$ cat src/rtl/vga_timing_gen.sv
// vga_timing_gen: 640x480@60 Hz VGA raster timing generator.
// A clock divider produces the pixel strobe, and horizontal/vertical counters
// drive hcount/vcount for the renderer. The renderer's RGB is registered
// together with the sync signals, so colour and sync stay aligned at the pins.
// Optional build macro VGA_TEST_PATTERN_EN adds a test_en input that replaces
// the renderer RGB with an internal 64-pixel colour-bar pattern.
module vga_timing_gen #(
  parameter int   H_ACTIVE = 640,
  parameter int   H_FP     = 16,
  parameter int   H_SYNC   = 96,
  parameter int   H_BP     = 48,
  parameter int   V_ACTIVE = 480,
  parameter int   V_FP     = 10,
  parameter int   V_SYNC   = 2,
  parameter int   V_BP     = 33,
  parameter int   CLK_DIV  = 2,
  parameter logic SYNC_POL = 1'b0
) (
  input  logic       clk,
  input  logic       reset,
`ifdef VGA_TEST_PATTERN_EN
  input  logic       test_en,
`endif
  output logic       pix_en,
  output logic [9:0] hcount,
  output logic [8:0] vcount,
  output logic       active,
  output logic       frame_start,
  input  logic [7:0] red_in,
  input  logic [7:0] green_in,
  input  logic [7:0] blue_in,
  output logic [7:0] vga_r,
  output logic [7:0] vga_g,
  output logic [7:0] vga_b,
  output logic       hsync,
  output logic       vsync,
  output logic       blank_n
);

  localparam int H_TOTAL  = H_ACTIVE + H_FP + H_SYNC + H_BP;
  localparam int V_TOTAL  = V_ACTIVE + V_FP + V_SYNC + V_BP;
  localparam int HS_START = H_ACTIVE + H_FP;
  localparam int HS_END   = HS_START + H_SYNC;
  localparam int VS_START = V_ACTIVE + V_FP;
  localparam int VS_END   = VS_START + V_SYNC;
  localparam int DIV_W    = (CLK_DIV > 1) ? $clog2(CLK_DIV) : 1;

  localparam logic [DIV_W-1:0] DIV_LAST = DIV_W'(CLK_DIV - 1);
  localparam logic [9:0]       H_LAST   = 10'(H_TOTAL - 1);
  localparam logic [9:0]       V_LAST   = 10'(V_TOTAL - 1);

  logic [DIV_W-1:0] div;
  logic             run;
  logic [9:0]       h;
  logic [9:0]       v;
  logic             line_end;
  logic             hs_raw;
  logic             vs_raw;
  logic [7:0]       src_r;
  logic [7:0]       src_g;
  logic [7:0]       src_b;

  // Pixel divider; run keeps the strobe low until the first clk after reset,
  // which matters when CLK_DIV=1 and div sits permanently at its last value.
  // NOTE: sequential state uses non-blocking (<=) so every flop samples pre-edge values.
  always_ff @(posedge clk or negedge reset) begin
    if (!reset) begin
      div <= '0;
      run <= 1'b0;
    end else begin
      run <= 1'b1;
      div <= (div == DIV_LAST) ? '0 : div + 1'b1;
    end
  end

  assign pix_en   = run && (div == DIV_LAST);
  assign line_end = (h == H_LAST);

  // Raster counters: h steps once per pixel, v steps at the end of each line.
  always_ff @(posedge clk or negedge reset) begin
    if (!reset) begin
      h <= '0;
      v <= '0;
    end else if (pix_en) begin
      h <= line_end ? '0 : h + 1'b1;
      if (line_end) begin
        v <= (v == V_LAST) ? '0 : v + 1'b1;
      end
    end
  end

  assign hcount      = h;
  assign vcount      = v[8:0];
  assign active      = (h < 10'(H_ACTIVE)) && (v < 10'(V_ACTIVE));
  assign frame_start = pix_en && line_end && (v == V_LAST);
  assign hs_raw      = (h >= 10'(HS_START)) && (h < 10'(HS_END));
  assign vs_raw      = (v >= 10'(VS_START)) && (v < 10'(VS_END));

  // Select the colour source for the current pixel.
  // NOTE: every always_comb output gets a default first so no latch is inferred.
  always_comb begin
    src_r = red_in;
    src_g = green_in;
    src_b = blue_in;
`ifdef VGA_TEST_PATTERN_EN
    // Only bar bits [2:0] pick a colour, so h[9] is not needed: bars 8 and 9
    // repeat the colours of bars 0 and 1.
    if (test_en) begin
      src_r = {8{h[8]}};
      src_g = {8{h[7]}};
      src_b = {8{h[6]}};
    end
`endif
  end

  // Output stage: RGB, blanking and syncs registered together on each strobe.
  always_ff @(posedge clk or negedge reset) begin
    if (!reset) begin
      vga_r   <= '0;
      vga_g   <= '0;
      vga_b   <= '0;
      blank_n <= 1'b0;
      hsync   <= ~SYNC_POL;
      vsync   <= ~SYNC_POL;
    end else if (pix_en) begin
      vga_r   <= active ? src_r : 8'h00;
      vga_g   <= active ? src_g : 8'h00;
      vga_b   <= active ? src_b : 8'h00;
      blank_n <= active;
      hsync   <= hs_raw ? SYNC_POL : ~SYNC_POL;
      vsync   <= vs_raw ? SYNC_POL : ~SYNC_POL;
    end
  end

endmodule

$ cat config.mk
export PLATFORM = sky130hd
export DESIGN_NAME = vga_timing_gen
export DESIGN_NICKNAME = d
export VERILOG_FILES = /design/src/rtl/vga_timing_gen.sv
export SDC_FILE = /design/constraint.sdc
export NUM_CORES = 1
export LEC_CHECK = 0
export ABC_CLOCK_PERIOD_IN_PS = 2920
export BUFFER_PORTS_ARGS = -buffer_cell sky130_fd_sc_hd__clkbuf_2
export CORE_ASPECT_RATIO = 1.5
export CORE_MARGIN = 2
export CORE_UTILIZATION = 49
export CTS_CLUSTER_DIAMETER = 100
export DETAILED_ROUTE_END_ITERATION = 8
export PLACE_DENSITY = 0.81
export SLEW_MARGIN = 20
export SYNTH_ARGS = -nofsm -noshare
export SYNTH_HDL_FRONTEND = slang
export SYNTH_SLANG_ARGS = --single-unit
$ cat constraint.sdc
create_clock -name clk -period 2.92 [get_ports clk]
set_clock_uncertainty 0.2 [all_clocks]
set_input_delay 0.292 -clock clk [delete_from_list [all_inputs] [get_ports clk]]
set_output_delay 0.292 -clock clk [all_outputs]
set_load 0.01 [all_outputs]
==> flow_metrics.tcl <==
set metrics [dict create \
    outcome "completed" \
    synthesis.area_sq_mm 0.00217 \
    synth_compound_area_frac 0.159 \
    setup_violations 0 \
    critPathSlowestCell "or4b_4" \
    utilization 0.624 \
    dpl.hpwl_mm 3.13 \
    slew_violations 0 \
    cts_root_buf "clkbuf_8" \
    clk_latency_ns 0.30 \
    post-cts-setup-buffer-count 0 \
    synthCells 192 \
    num_vias 1728 \
    synth_ff_type "dfrtp_1" \
    startpoint_type "flip-flop" \
    first_global_vias 1663 \
    synth.most_common_cell "dfrtp_1" \
    max_stage_delay_ns 0.58 \
    hold_viol 0 \
    required_ns 2.43 \
    ir_drop_mv 0.378 \
    slew_headroom 0.608 \
    crit_arrival_ns 2.16 \
    coreArea_sq_mm 0.00425 \
    start_util 0.511 \
    synth_warnings 0 \
    synth_top_cell_by_area "dfrtp_1" \
    worst_slack_ns 0.271 \
    hp-class "input port to flip-flop" \
    place_congestion 0.789 \
    cts_resized 0 \
    synthSimpleGateAreaFrac 0.148 \
    p_per_area_mw_per_mm2 530 \
    drv_cap 0 \
    ff_latch_area_sq_mm 0.00123 \
    fmax_mhz 378 \
    synth_top_family_by_area "compound AO/OA/AOI/OAI gates" \
    grt-ovfl-total 0 \
    timing.rr.start "hcount[7]" \
    drt_pass1_iterations 4 \
    hold_start "red_in[0]" \
    synthAdderAreaFrac 0.0231 \
    synth_xor_xnor_area_share 0.0364 \
    top_level_ports 75 \
    netlist_top_cells_count "dfrtp_1, a22o_1, nand2_1" \
    pre_cts_ws_ns 0.594 \
    fin_tns_setup_ns 0 \
    synth.area.mux_share 0.00462 \
    drc 0 \
    reg2reg_setup_slack_ns 0.61 \
    grt_usage 0.190 \
    crit_type "flip-flop to primary output" \
    antenna_cells 0 \
    row_count 29 \
    cp_max_fo 10 \
    avgSynthCellArea_sq_um 11.3 \
    drive_gt1_frac 0.362 \
    syn_nets 222 \
    grt_first_pass_wirelength_mm 7.35 \
    holdBufCountCts 4 \
    finalCritPeriodShare 0.907 \
    grt_start_max_net_pins 50 \
    reg2reg_to "v[9]" \
    die_h_microns 85.5 \
    cts_made_buffers 5 \
    drt_wl_total_mm 4.35 \
    synthTopCellsByArea "dfrtp_1, a22o_1, buf_4" \
    leakage_nw 1.35 \
    ys_seq_area_frac 0.567 \
    async_reset_ff_frac 1.00 \
    port_buffers 74 \
    reg2reg_depth 4 \
    fill_cells 350 \
    nets 294 \
    clockBufferDepth 2 \
    antenna_found_initial 0 \
    synth-seq-cells 49 \
    numClockSinks 49 \
    avgRoutedWirePerCell_microns 14.0 \
    syn2layout_area_growth_pct 22.2 \
    endpoint_kind "primary output" \
    synth_top_area_frac 0.542 \
    dieArea_sq_mm 0.00498 \
    die_w_microns 58.3 \
    cts_tree "done" \
    drtIter0Drc 45 \
    rsz0062_at_grt "false" \
    holdPathStages 2 \
    ant_nets 0 \
    via_per_inst 5.56 \
    worst_pin_slew_ns 0.588 \
    multi_input_area_sq_um 815 \
    path_clk_slew_ns 0.09 \
    period_needed_ns 2.65 \
    ys_types 38 \
    path_cells "or4b_4 > or4_4 > nor2_1 > clkbuf_2" \
    hold_end "vga_r[0]" \
    htreeDepth 2 \
    synth_edf_count 0 \
]
## cells by family after synthesis
group,after synthesis
simple gates,58
flops,49
compound gates,46
buf+inv,24
xor+xnor,9
fa+ha+maj,4
other cells,1
mux,1
## flip-flops by register name, indices dropped and copies added, names as in the netlist, 8 cells and up
name / flops
vga_g: 8
hcount: 10
v: 10
vga_b: 8
vga_r: 8
## worst max-delay path: cells and delay by family (launching register included)
kind / cells / cell delay [ns]
simple gates: 3 / 1.25
buf+inv: 1 / 0.14
flops: 1 / 0.46
## worst max-delay path by stage
stage,from,endpoint
floorplan,hcount[7],v[9]
global placement,hcount[7],frame_start
detailed placement,hcount[7],frame_start
CTS,hcount[7],frame_start
global route,hcount[7],frame_start
finish,hcount[7],frame_start
## power breakdown
| part | internal (W) | switching [W] | total (W) |
|---|---|---|---|
| Sequential | 0.000737 | 0.0000570 | 0.000794 |
| Combinational | 0.000111 | 0.000119 | 0.000230 |
| Clock | 0.000166 | 0.000215 | 0.000382 |
| Total | 0.00101 | 0.000391 | 0.00141 |
## layout by cell type, fill, tap and decap left out, types with 2 or more instances in the layout
cell type and instances:
nor4_1 3, xor2_1 4, xnor2_1 5, clkbuf_8 5, dlygate4sd3_1 4, dfstp_2 2, nor3_1 4, o21ai_0 12
buf_4 4, a31oi_1 3, nand2_1 18, clkbuf_2 74, nand3_1 6, nand4_1 5, nor2_1 5, dfrtp_1 47
clkinv_2 2, or2_2 2, ha_1 4, a22o_1 24, inv_1 7, and4_1 3, and3_1 3
## layout make-up
cell class,count,area share
Sequential cell,49,0.464
Tap cell,46,0.0217
Clock buffer,6,0.0274
Clock inverter,2,0.00378
Inverter,7,0.00992
Multi-Input combinational cell,119,0.307
Timing Repair Buffer,82,0.166
## through the flow
stage          hold WS, ns  instance area (sq um)  cells  total power [W]
6_report           0.00895                   2650    311          0.00141
5_1_grt           0.000500                   2650    311          0.00148
4_1_cts            0.00187                   2650    311          0.00143
3_5_place_dp         0.224                   2530    299          0.00104
3_3_place_gp         0.213                   2530    299          0.00103
2_1_floorplan       -0.204                   2170    192         0.000920
## routing by layer
metal	up-vias	GRT usage	wire length, microns
met5	-	0	0
met4	0	0.0761	68
met3	5	0.0457	275
met2	61	0.324	2180
met1	833	0.226	1820
li1	829	-	-
Note: power is estimated with default switching activity, not from simulation.
